## config.mk

```make
export PLATFORM = sky130hd
export DESIGN_NAME = hdmi_framer
export DESIGN_NICKNAME = d
export VERILOG_FILES = /design/src/rtl/hdmi_framer.sv
export SDC_FILE = /design/constraint.sdc
export NUM_CORES = 1
export LEC_CHECK = 0
export CORE_MARGIN = 2
export CORE_UTILIZATION = 30
export DETAILED_ROUTE_END_ITERATION = 7
export SETUP_SLACK_MARGIN = 0.2
export SYNTH_ARGS = -nofsm -noshare
export SYNTH_HDL_FRONTEND = slang
export SYNTH_SLANG_ARGS = --single-unit
```

## constraint.sdc

```tcl
create_clock -name i_pixclk -period 5.1 [get_ports i_pixclk]
set_input_delay 1.275 -clock i_pixclk [delete_from_list [all_inputs] [get_ports i_pixclk]]
set_output_delay 1.275 -clock i_pixclk [all_outputs]
set_load 0.005 [all_outputs]
```

## src/rtl/hdmi_framer.sv

```systemverilog
// hdmi_framer: HDMI raster generator and period framer.
// Produces H/V timing, pixel read strobes and the per-cycle period stream
// (control, preambles, guard bands, video, data islands) for three
// downstream TMDS channel encoders.
// Optional feature macro: HDMI_FRAMER_ISLAND_EN enables the per-line
// data-island FSM and packet port; without it the stream is DVI-compatible.
module hdmi_framer #(
  parameter int HW  = 12,
  parameter int VW  = 12,
  parameter int BPC = 8
) (
  input  logic             i_pixclk,
  input  logic             i_reset,
  input  logic [3*BPC-1:0] i_rgb_pix,
  input  logic [HW-1:0]    i_hm_width,
  input  logic [HW-1:0]    i_hm_porch,
  input  logic [HW-1:0]    i_hm_synch,
  input  logic [HW-1:0]    i_hm_raw,
  input  logic [VW-1:0]    i_vm_height,
  input  logic [VW-1:0]    i_vm_porch,
  input  logic [VW-1:0]    i_vm_synch,
  input  logic [VW-1:0]    i_vm_raw,
  input  logic             i_pkt_valid,
  input  logic [8:0]       i_pkt_word,
  output logic             o_pkt_ready,
  output logic             o_pkt_underflow,
  output logic             o_rd,
  output logic             o_newline,
  output logic             o_newframe,
  output logic [1:0]       o_type,
  output logic [3:0]       o_ctl,
  output logic [11:0]      o_data,
  output logic [7:0]       o_red,
  output logic [7:0]       o_grn,
  output logic [7:0]       o_blu
);

  typedef enum logic [1:0] {
    T_GUARD  = 2'b00,
    T_CTL    = 2'b01,
    T_ISLAND = 2'b10,
    T_VIDEO  = 2'b11
  } period_t;

  logic [HW-1:0] hpos, hpos_nx;
  logic [VW-1:0] vpos, vpos_nx, vpos_inc, vline_nx;
  logic          hsync, vsync;
  logic          line_end, frame_end;
  logic          frame_done, done_nx;
  logic          rd_nx;
  logic          pre_ok, pre_window, pre_guard;

  logic          isl_pre, isl_guard, isl_data, isl_first, ready_nx;

  period_t       type_nx;
  logic [3:0]    ctl_nx;
  logic [11:0]   data_nx;
  logic [23:0]   pix_nx;
  logic          uf_nx;
  logic [8:0]    word;

  // Raster counters, sync decode, read lookahead and video preamble window.
  // vpos steps at the start of hsync, so the line whose active region comes
  // next is vpos once past the porch, otherwise vpos+1.
  always_comb begin
    hpos_nx   = (hpos == i_hm_raw - HW'(1)) ? '0 : hpos + HW'(1);
    vpos_inc  = (vpos == i_vm_raw - VW'(1)) ? '0 : vpos + VW'(1);
    vpos_nx   = (hpos == i_hm_porch - HW'(1)) ? vpos_inc : vpos;
    hsync     = (hpos >= i_hm_porch) && (hpos < i_hm_synch);
    vsync     = (vpos >= i_vm_porch) && (vpos < i_vm_synch);
    line_end  = (hpos == i_hm_width - HW'(1));
    frame_end = line_end && (vpos == i_vm_height - VW'(1));
    done_nx   = frame_done || frame_end;
    rd_nx     = (hpos_nx < i_hm_width) && (vpos_nx < i_vm_height) && done_nx;
    vline_nx  = (hpos >= i_hm_porch) ? vpos : vpos_inc;
    pre_ok    = frame_done && (vline_nx < i_vm_height);
    pre_window = pre_ok && (hpos >= i_hm_raw - HW'(10)) && (hpos <= i_hm_raw - HW'(3));
    pre_guard  = pre_ok && (hpos >= i_hm_raw - HW'(2));
  end

`ifdef HDMI_FRAMER_ISLAND_EN
  typedef enum logic [2:0] {
    S_IDLE,
    S_PRE,
    S_LGUARD,
    S_DATA,
    S_TGUARD
  } isl_state_t;

  isl_state_t state, state_nx;
  logic [4:0] cnt, cnt_nx;

  // Island FSM state register; reset aborts any island in flight.
  always_ff @(posedge i_pixclk) begin
    if (i_reset) begin
      state <= S_IDLE;
      cnt   <= '0;
    end else begin
      state <= state_nx;
      cnt   <= cnt_nx;
    end
  end

  // Island sequencing: commit on a valid word at width+3, then fixed-length phases.
  always_comb begin
    state_nx = state;
    cnt_nx   = cnt + 5'd1;
    unique case (state)
      S_IDLE: begin
        cnt_nx = '0;
        if ((hpos == i_hm_width + HW'(3)) && i_pkt_valid) state_nx = S_PRE;
      end
      S_PRE: begin
        if (cnt == 5'd7) begin
          state_nx = S_LGUARD;
          cnt_nx   = '0;
        end
      end
      S_LGUARD: begin
        if (cnt == 5'd1) begin
          state_nx = S_DATA;
          cnt_nx   = '0;
        end
      end
      S_DATA: begin
        if (cnt == 5'd31) begin
          state_nx = S_TGUARD;
          cnt_nx   = '0;
        end
      end
      S_TGUARD: begin
        if (cnt == 5'd1) begin
          state_nx = S_IDLE;
          cnt_nx   = '0;
        end
      end
      default: begin
        state_nx = S_IDLE;
        cnt_nx   = '0;
      end
    endcase
  end

  assign isl_pre   = (state == S_PRE);
  assign isl_guard = (state == S_LGUARD) || (state == S_TGUARD);
  assign isl_data  = (state == S_DATA);
  assign isl_first = (cnt == 5'd0);
  assign ready_nx  = (state_nx == S_DATA);
`else
  assign isl_pre   = 1'b0;
  assign isl_guard = 1'b0;
  assign isl_data  = 1'b0;
  assign isl_first = 1'b0;
  assign ready_nx  = 1'b0;
`endif

  // Period selection for the current raster position; island has priority
  // over the video preamble, though the two never coincide for legal modes.
  always_comb begin
    type_nx = T_CTL;
    ctl_nx  = '0;
    data_nx = {10'b0, vsync, hsync};
    pix_nx  = '0;
    uf_nx   = 1'b0;
    word    = i_pkt_valid ? i_pkt_word : '0;
    if (o_rd) begin
      type_nx = T_VIDEO;
      pix_nx  = {i_rgb_pix[3*BPC-1 -: 8], i_rgb_pix[2*BPC-1 -: 8], i_rgb_pix[BPC-1 -: 8]};
    end else if (isl_pre) begin
      ctl_nx = 4'h5;
    end else if (isl_guard) begin
      type_nx = T_GUARD;
    end else if (isl_data) begin
      type_nx = T_ISLAND;
      data_nx = {word[7:4], word[3:0], ~isl_first, word[8], vsync, hsync};
      uf_nx   = ~i_pkt_valid;
    end else if (pre_guard) begin
      type_nx = T_GUARD;
    end else if (pre_window) begin
      ctl_nx = 4'h1;
    end
  end

  // Counters and registered outputs.
  always_ff @(posedge i_pixclk) begin
    if (i_reset) begin
      hpos            <= '0;
      vpos            <= '0;
      frame_done      <= 1'b0;
      o_rd            <= 1'b0;
      o_pkt_ready     <= 1'b0;
      o_pkt_underflow <= 1'b0;
      o_newline       <= 1'b0;
      o_newframe      <= 1'b0;
      o_type          <= T_GUARD;
      o_ctl           <= '0;
      o_data          <= '0;
      o_red           <= '0;
      o_grn           <= '0;
      o_blu           <= '0;
    end else begin
      hpos            <= hpos_nx;
      vpos            <= vpos_nx;
      frame_done      <= done_nx;
      o_rd            <= rd_nx;
      o_pkt_ready     <= ready_nx;
      o_pkt_underflow <= uf_nx;
      o_newline       <= line_end;
      o_newframe      <= frame_end;
      o_type          <= type_nx;
      o_ctl           <= ctl_nx;
      o_data          <= data_nx;
      o_red           <= pix_nx[23:16];
      o_grn           <= pix_nx[15:8];
      o_blu           <= pix_nx[7:0];
    end
  end

endmodule

```

## Word-level counts from Yosys, hierarchy flattened

Cells that the tools add are included.
W data, S select, Z words.

| word-level totals | value |
|---|---|
| bits in registers | 70 |
| input port bits | 132 |
| output and inout port bits | 47 |

| operators by class | value |
|---|---|
| $add $sub $neg | 10 |
| magnitude comparators | 10 |
| eq/ne operators | 5 |
| mux-type cells | 7 |
| bitwise gates (word level) | 1 |
| reductions and logical operators | 12 |

Operator list:

| operator | count |
|---|---|
| $eq A12 B12 Y1 | 5 |
| $lt A12 B12 Y1 | 5 |
| $sub A12 B1 Y12 const B | 5 |
| $ge A12 B12 Y1 | 4 |
| $mux W12 | 4 |
| $add A12 B1 Y12 const B | 2 |
| $sub A12 B2 Y12 const B | 2 |
| $le A12 B12 Y1 | 1 |
| $sub A12 B4 Y12 const B | 1 |
| $logic_and A1 B1 Y1 | 9 |
| $reduce_or A3 Y1 | 1 |
| $mux W1 | 2 |
| $mux W2 | 1 |
| $reduce_or A2 Y1 | 1 |
| $logic_or A1 B1 Y1 | 1 |
| $not A1 Y1 | 1 |

## Depth between registers and ports, before layout

Gate-level depths: netlist of run 1.

| logic depth | value |
|---|---|
| depth in word-level cells | 9 |
| depth in mapped cells | 19 |
| depth with buffers taken out | 17 |

## Worst setup path before layout of run 1

OpenSTA, ideal clock, no wires.

| timing path | value |
|---|---|
| path type | input -> register |
| from | in i_vm_raw[2] |
| to | reg o_ctl[0] |
| arrival time | 4.752 ns |
| path slack | 0.286 ns |
| stages | 17 |
| path buffers | 3 |
| cells stage by stage | clkbuf_1 > nor3_1 > nand2_1 > o311a_1 > o41ai_1 > and3_1 > buf_2 > clkbuf_1 > o21ai_0 > a22o_1 > ha_1 > a21o_1 > a21o_1 > a21oi_1 > nor2_1 > a2111oi_0 > and4_1 |

| on the way | value |
|---|---|
| word-level cells in the longest chain between the ends | 9 |
| elaborated cells between the ends (all ways) | 11 |
| classes of those cells | 1 x add/sub; 1 x order compare; 1 x eq/ne; 3 x mux; 5 x reduce/logical |

Ends and longest elaborated chain:

| element | line | RTL |
|---|---|---|
| start: declaration | 22 | `input logic [VW-1:0] i_vm_raw,` |
| $sub A12 B1 Y12 (*) | 67 | `vpos_inc = (vpos == i_vm_raw - VW'(1)) ? '0 : vpos + VW'(1);` |
| $eq A12 B12 Y1 (*) | 67 |  |
| $mux W12 (*) | 67 |  |
| $mux W12 (*) | 75 | `vline_nx = (hpos >= i_hm_porch) ? vpos : vpos_inc;` |
| $lt A12 B12 Y1 (*) | 76 | `pre_ok = frame_done && (vline_nx < i_vm_height);` |
| $logic_and A1 B1 Y1 (*) | 76 |  |
| $logic_and A1 B1 Y1 (2 in series) | 77 | `pre_window = pre_ok && (hpos >= i_hm_raw - HW'(10)) && (hpos <= i_hm_raw - HW'(3));` |
| $mux W1 | 179 | `end else if (pre_window) begin` |
| end signal: assignment | 211 | `o_ctl <= ctl_nx;` |
| end: declaration | 31 | `output logic [3:0] o_ctl,` |

Mark *: on every way between the ends. The rest lies on a longest branch, timed or not.
A chain may end at the register's enable or synchronous reset.

## Worst setup path after layout of run 1

| timing path | value |
|---|---|
| from | in i_vm_raw[4] |
| to | reg o_rd |

| on the way | value |
|---|---|
| word-level cells in the longest chain between the ends | 7 |

Ends and longest elaborated chain:

| element | line | RTL |
|---|---|---|
| $sub A12 B1 Y12 | 67 |  |
| $eq A12 B12 Y1 | 67 |  |
| $mux W12 | 67 |  |
| $mux W12 | 68 | `vpos_nx = (hpos == i_hm_porch - HW'(1)) ? vpos_inc : vpos;` |
| net vpos_nx[11] | 46 | `logic [VW-1:0] vpos, vpos_nx, vpos_inc, vline_nx;` |
| $lt A12 B12 Y1 | 74 | `rd_nx = (hpos_nx < i_hm_width) && (vpos_nx < i_vm_height) && done_nx;` |
| $logic_and A1 B1 Y1 (2 in series) | 74 |  |
| end signal: assignment | 205 | `o_rd <= rd_nx;` |
| end: declaration | 27 | `output logic o_rd,` |

The timed path passes the listed nets, and every way through them passes these cells.

==> results_dict.tcl, run 1 <==
set metrics [dict create \
    outcome "complete, no violations" \
    slew_headroom_pct 52.7 \
    leakage_nw 5.06 \
    start_util_pct 30.7 \
    synth-main-ff-cell "dfxtp_1" \
    hold_viol_final 0 \
    areaGrowthSynthToFinish_pct 41.7 \
    antenna_cells 0 \
    synth_edf_count 0 \
    dp.cells 1498 \
    first_pass_iters 4 \
    cts.reportedPaths.clkPinSlew_ns 0.05 \
    yosysUniqueCellTypes 73 \
    cts_tree "yes" \
    max_freq_mhz 210 \
    drv_slew 0 \
    dpl.hpwl_um 18300 \
    startpoint "i_vm_raw[4]" \
    ys_seq_area_share_pct 15.2 \
    grt_pass1_vias 7515 \
    netlist_instances 975 \
    fin_worst_skew_ns 0.00957 \
    worstSetupStartpointType "input pin" \
    path_max_fanout 5 \
    final_cell_area_um2 10600 \
    critPathTopFamily "simple AND/OR/NAND/NOR gates" \
    dieArea_um2 26300 \
    drt-total-wl_um 23100 \
    whs_ns 0.608 \
    placed_area_um2 9910 \
    vias_per_cell 4.95 \
    grt_usage_pct 17.2 \
    fin_ws_ns 0.338 \
    cpMaxStageDelayCell "clkdlybuf4s50_1" \
    fin_crit_ns 4.76 \
    finalSetupViolations 0 \
    core-area_um2 24500 \
    setup_tns_ns 0 \
    initialDrtViolationCount 286 \
    r2r_cells 18 \
    tightest_slew_ns 0.708 \
    reg2reg_from "hpos[0]" \
    crit_top_cell "buf_4" \
    pin_count 179 \
    vias 7550 \
    path_class "input pin to flop" \
    total_power_mw 1.57 \
    drv_cap 0 \
    place.gp.congestion 0.835 \
    r2r_slack_ns 1.19 \
    powerDensity_nw_per_um2 148 \
    holdCritStartpoint "hpos[0]" \
    clk_latency_ns 0.33 \
    portBuffers 153 \
    vdd_drop_max_mv 0.145 \
    clock_tree.htree_level_count 3 \
    holdPathStages 1 \
    grt-ovfl-total 0 \
    clockBufferDepth 2 \
    cts_root_buf "clkbuf_16" \
    antenna_found_initial 0 \
    synth_area_leaders "ha_1 20%, dfxtp_1 15%, xnor2_1 6.9%" \
    grt_pass1_wl_um 37000 \
    cp-end-kind "flop" \
    std_cell_rows 57 \
    nets 1449 \
    routedWlPerCell_um 15.2 \
    worstPathArrival_ns 4.98 \
    die_h_um 162 \
    ys.warnings.count 0 \
    synth_top_area_share_pct 20.3 \
    drc_errors 0 \
    hold_class "flop to flop" \
    layout-drive-gt1-share_pct 14.8 \
    grt_setup_unrepaired "true" \
    min_period_over_period_pct 93.4 \
    crit_buf_inv 5 \
    grt_max_degree 31 \
    syn_area_um2 7510 \
    yosys_register_bits 57 \
    ant_nets 0 \
    synthArstFlopShare_pct 0 \
    synth_area_per_cell_um2 7.70 \
    cts_hold_buf 0 \
    crit_cells 20 \
    dp_slack_ns -0.303 \
    cts_buffers 9 \
    finish.utilization_pct 43.5 \
    cts_sinks 57 \
    crit_chain "clkdlybuf4s50_1 -> or4b_1 -> o211ai_1 -> o211ai_1 -> a211oi_2 -> buf_4 -> and3_4 -> buf_4 -> nor2b_4 -> buf_6 -> nand3b_1 -> nand2_1 -> ha_4 -> nand4_1 -> buf_4 -> nor3_4 -> o21ai_1 -> and3_1 -> nand4_1 -> a2111oi_4" \
    die_x_um 162 \
    crit_required_ns 5.32 \
    finalNonFillerCells 1524 \
    synth_largest_area_cell "ha_1" \
    slowest_delay_ns 0.48 \
]
==> worst reg2reg max path: stages, from the launching register on <==
cell and delay, ns:
dfxtp_1 0.47, inv_1 0.21, ha_1 0.33, nor2_1 0.11
o21ai_0 0.11, a2111oi_2 0.38, buf_4 0.20, o2111a_2 0.20
nor2b_4 0.19, buf_6 0.15, nand3b_1 0.10, nand2_1 0.11
ha_4 0.21, nand4_1 0.16, nor3_2 0.07, nor4_1 0.24
and3_1 0.18, nand4_1 0.12, a2111oi_4 0.28
==> synth_stat cells, types with 6 or more instances <==
cell,instances
nor3_1,38
nor4_1,8
and2_1,26
nand4_1,24
a211oi_1,9
nor2b_1,25
dfxtp_1,57
buf_4,16
o211ai_1,14
a21oi_1,40
nand2b_1,14
inv_1,93
ha_1,122
nor2_1,55
and3_1,20
o31ai_1,6
xnor2_1,59
a21o_1,25
xor2_1,44
clkbuf_1,34
a22o_1,7
nand2_1,58
o21a_1,7
o21ai_0,46
nand3_1,24
==> sequential cells by signal (all words and copies together), names as in the netlist, 2 cells and up <==
register,flops
hpos,12
o_blu,8
o_data,2
o_grn,8
o_red,8
o_type,2
vpos,12
==> cells by family (layout without fill, tap and decap cells) <==
| kind of cell | count (synthesis) | after routing | share of synthesized area (%) |
|---|---|---|---|
| AOI/OAI and AO/OA | 205 | 205 | 18.8 |
| xor gates and xnor gates | 104 | 104 | 12.3 |
| adders and majority gates | 122 | 122 | 20.3 |
| buffers and inverters | 149 | 360 | 8.31 |
| DFF | 57 | 57 | 15.2 |
| muxes | 3 | 3 | 0.417 |
| other | 1 | 15 | 0.0499 |
| and+or+nand+nor | 334 | 334 | 24.6 |
==> path summary, 6_finish.rpt <==
kind         endpoint
max              o_rd
min           hpos[0]
max reg2reg      o_rd
min reg2reg   hpos[0]
==> placed cells by master (no fill, tap or decap), drive strengths merged, types with 40 or more instances in the layout <==
master         count
clkdlybuf4s50    142
ha               122
buf               98
inv               95
xnor2             59
nand2             58
dfxtp             57
nor2              56
o21ai             46
xor2              44
a21oi             40
==> power by group <==
| group | internal, mW | switching, mW | total, mW | leakage (nW) |
|---|---|---|---|---|
| logic | 0.207 | 0.189 | 0.397 | 4.43 |
| registers | 0.448 | 0.00295 | 0.451 | 0.460 |
| clock network | 0.482 | 0.242 | 0.724 | 0.171 |
| total | 1.14 | 0.434 | 1.57 | 5.06 |
==> metal layers <==
metal  share of wire (%)  vias to the layer above  GRT usage, %  wire, um
met4                 1.7                        0          4.87       401
met1                  46                     3515          21.7     10500
met3                 3.8                       27          1.89       888
li1                    -                     3870             -         -
met2                  49                      138          31.0     11300
met5                   0                        -             0         0
==> timing repair <==
item / in CTS / in global routing
pin swaps: 0 / 24
gates cloned: 0 / 1
endpoints found under the setup margin: 3 / 3
gates resized for setup: 6 / 71
buffers inserted: 0 / 9
==> layout make-up <==
class | instances | area, um^2
tap | 324 | 405
clock inverter | 7 | 125
timing repair buffer | 251 | 2320
clock buffer | 9 | 225
fill | 2413 | 13800
multi-input combinational | 783 | 6070
inverter | 93 | 349
sequential | 57 | 1140
(Power assumes the default switching activity.)
==> inputs of run 2 (changes only) <==
Settings changed: CORE_MARGIN 2 to unset, GPL_TIMING_DRIVEN set to 1.
==> run 2 against run 1 <==
Effect of this change: global-route usage up 0.60 points; sequential power hardly changed; combinational power fell by 2%; first-iteration DRC count rose by 40%; clock power is essentially flat; flip-flop and latch count stayed put; maximum frequency grew 1.6%; worst setup slack improved by 0.077 ns.
==> results_dict.tcl, run 2 (synthesized netlist as in run 1, its figures left out) <==
set metrics [dict create \
    final_cell_mix "146 x clkdlybuf4s50_1, 121 x ha_1, 93 x inv_1" \
    vdd_drop_max_mv 0.104 \
    antenna_cells 0 \
    cpMaxStageDelayCell "clkdlybuf4s50_1" \
    leakage_nw 4.97 \
    vias_per_cell 4.92 \
    die_x_um 160 \
    std_cell_rows 57 \
    core-area_um2 24500 \
    grt_usage_pct 17.8 \
    initialDrtViolationCount 399 \
    cts.reportedPaths.clkPinSlew_ns 0.05 \
    portBuffers 153 \
    max_freq_mhz 213 \
    r2r_end "o_ctl[0]" \
    areaGrowthSynthToFinish_pct 39.3 \
    slew_headroom_pct 52.4 \
    drv_slew 0 \
    min_period_over_period_pct 91.9 \
    path_max_fanout 7 \
    pin_count 179 \
    critPathCapture "o_ctl[0]" \
    fin_crit_ns 4.69 \
    hold_viol_final 0 \
    vias 7452 \
    cp-end-kind "flop" \
    layout-drive-gt1-share_pct 12.7 \
    die_h_um 160 \
    clock_tree.htree_level_count 3 \
    drv_cap 0 \
    ant_nets 0 \
    clockBufferDepth 2 \
    reg_top3 "hpos: 12 flops, vpos: 12 flops" \
    grt_pass1_wl_um 37100 \
    antenna_found_initial 0 \
    dieArea_um2 25700 \
    clk_latency_ns 0.33 \
    crit_chain "clkdlybuf4s50_1 -> buf_4 -> or2_2 -> a221o_1 -> o311a_1 -> o41ai_2 -> and3_1 -> nor2_2 -> buf_12 -> buf_4 -> a22o_1 -> ha_1 -> nand4_1 -> buf_4 -> nor3_1 -> a2111oi_4 -> buf_4 -> and4_1" \
    cts_tree "yes" \
    cts_sinks 57 \
    start_util_pct 30.7 \
    r2r_slack_ns 1.12 \
    drt-total-wl_um 22800 \
    routedWlPerCell_um 15.0 \
    setup_tns_ns 0 \
    startpoint "i_vm_raw[7]" \
    hold_class "flop to flop" \
    slowest_delay_ns 0.51 \
    worstPathArrival_ns 4.91 \
    first_pass_iters 6 \
    r2r_cells 18 \
    grt_max_degree 31 \
    whs_ns 0.641 \
    cts_buffers 9 \
    powerDensity_nw_per_um2 150 \
    dpl.hpwl_um 18200 \
    finalSetupViolations 0 \
    cts_root_buf "clkbuf_16" \
    grt_setup_unrepaired "false" \
    crit_top_cell "buf_4" \
    final_common_cell "clkdlybuf4s50_1" \
    worstSetupStartpointType "input pin" \
    path_class "input pin to flop" \
    nets 1441 \
    fin_worst_skew_ns 0.00818 \
    reg2reg_from "hpos[0]" \
    outcome "complete, no violations" \
    grt-ovfl-total 0 \
    crit_required_ns 5.32 \
    tightest_slew_ns 0.713 \
    drc_errors 0 \
    place.gp.congestion 0.874 \
    grt_pass1_vias 7277 \
]
## run 2: cell count changes in the layout (fill, tap and decap cells not counted), moves of 3 or more
cell	previous run	this run
buf_4	93	86
nand2_1	53	58
nand2_2	5	0
a21oi_1	35	39
a21oi_2	5	1
clkdlybuf4s50_1	142	146
dlymetal6s2s_1	11	7
ha_1	117	121
nor3_1	31	35
ha_4	3	0
nor3_2	7	4
## run 2: final cells by class
class                   count  area [um^2]
fillers                  2446        14000
multi-input cells         783         5950
repair buffers            243         2260
flip-flops and latches     57         1140
well taps                 324          405
inverters                  93          349
clock buffers               9          225
clock inverters             7          125
## run 2: how the worst min path moves through the flow
stage / from / to / slack [ns] / cells after the start
4_1_cts: frame_done / frame_done / 0.63 / 3
3_5_place_dp: frame_done / frame_done / 0.60 / 3
3_3_place_gp: hpos[0] / hpos[0] / 0.61 / 1
2_1_floorplan: hpos[0] / hpos[0] / 0.53 / 1
6_report: hpos[0] / hpos[0] / 0.64 / 1
5_1_grt: hpos[0] / hpos[0] / 0.69 / 1
## run 2: stage by stage
step | area, um^2 | utilization, % | instances | power [mW] | setup WS (ns)
after floorplan | 7560 | - | 989 | 0.660 | 0.286
after global placement | 9910 | 40.5 | 1497 | 0.836 | -0.272
after detailed placement | 9910 | 40.5 | 1497 | 0.842 | -0.320
after CTS | 10300 | 42.1 | 1513 | 1.58 | 0.209
after global routing | 10500 | 42.7 | 1516 | 1.65 | 0.215
final | 10500 | 42.7 | 1516 | 1.57 | 0.415
## run 2: power breakdown
group / total, mW / internal (mW) / switching [mW]
clock network: 0.725 / 0.482 / 0.242
logic: 0.389 / 0.204 / 0.184
registers: 0.453 / 0.448 / 0.00506
total: 1.57 / 1.13 / 0.432
## run 2: metal layers
metal  vias up  routed length (um)  share of wire, %  track usage (%)
met5         -                   0                 0                0
met4         0                 331               1.5             4.24
met3        21                 894               3.9             2.36
met2       166               11000                48             31.2
met1      3404               10500                46             23.0
li1       3861                   -                 -                -
## run 2: critical path: cells and delay by family
family          cells  cell delay [ns]
fa+ha+maj           1             0.29
buf+inv             6             1.29
compound gates      5             0.78
simple gates        6             1.28
## run 2: repair_timing
action | CTS | global route
hold buffers | 0 | 0
pin swaps | 0 | 14
endpoints found under the setup margin | 3 | 3
setup buffers | 0 | 3
resized for setup | 8 | 35
==> inputs of run 3 (changes only) <==
Settings changed: GPL_TIMING_DRIVEN 1 to unset.
==> results of run 3 <==
Final layout, timing and power as in run 2 (identical DEF).
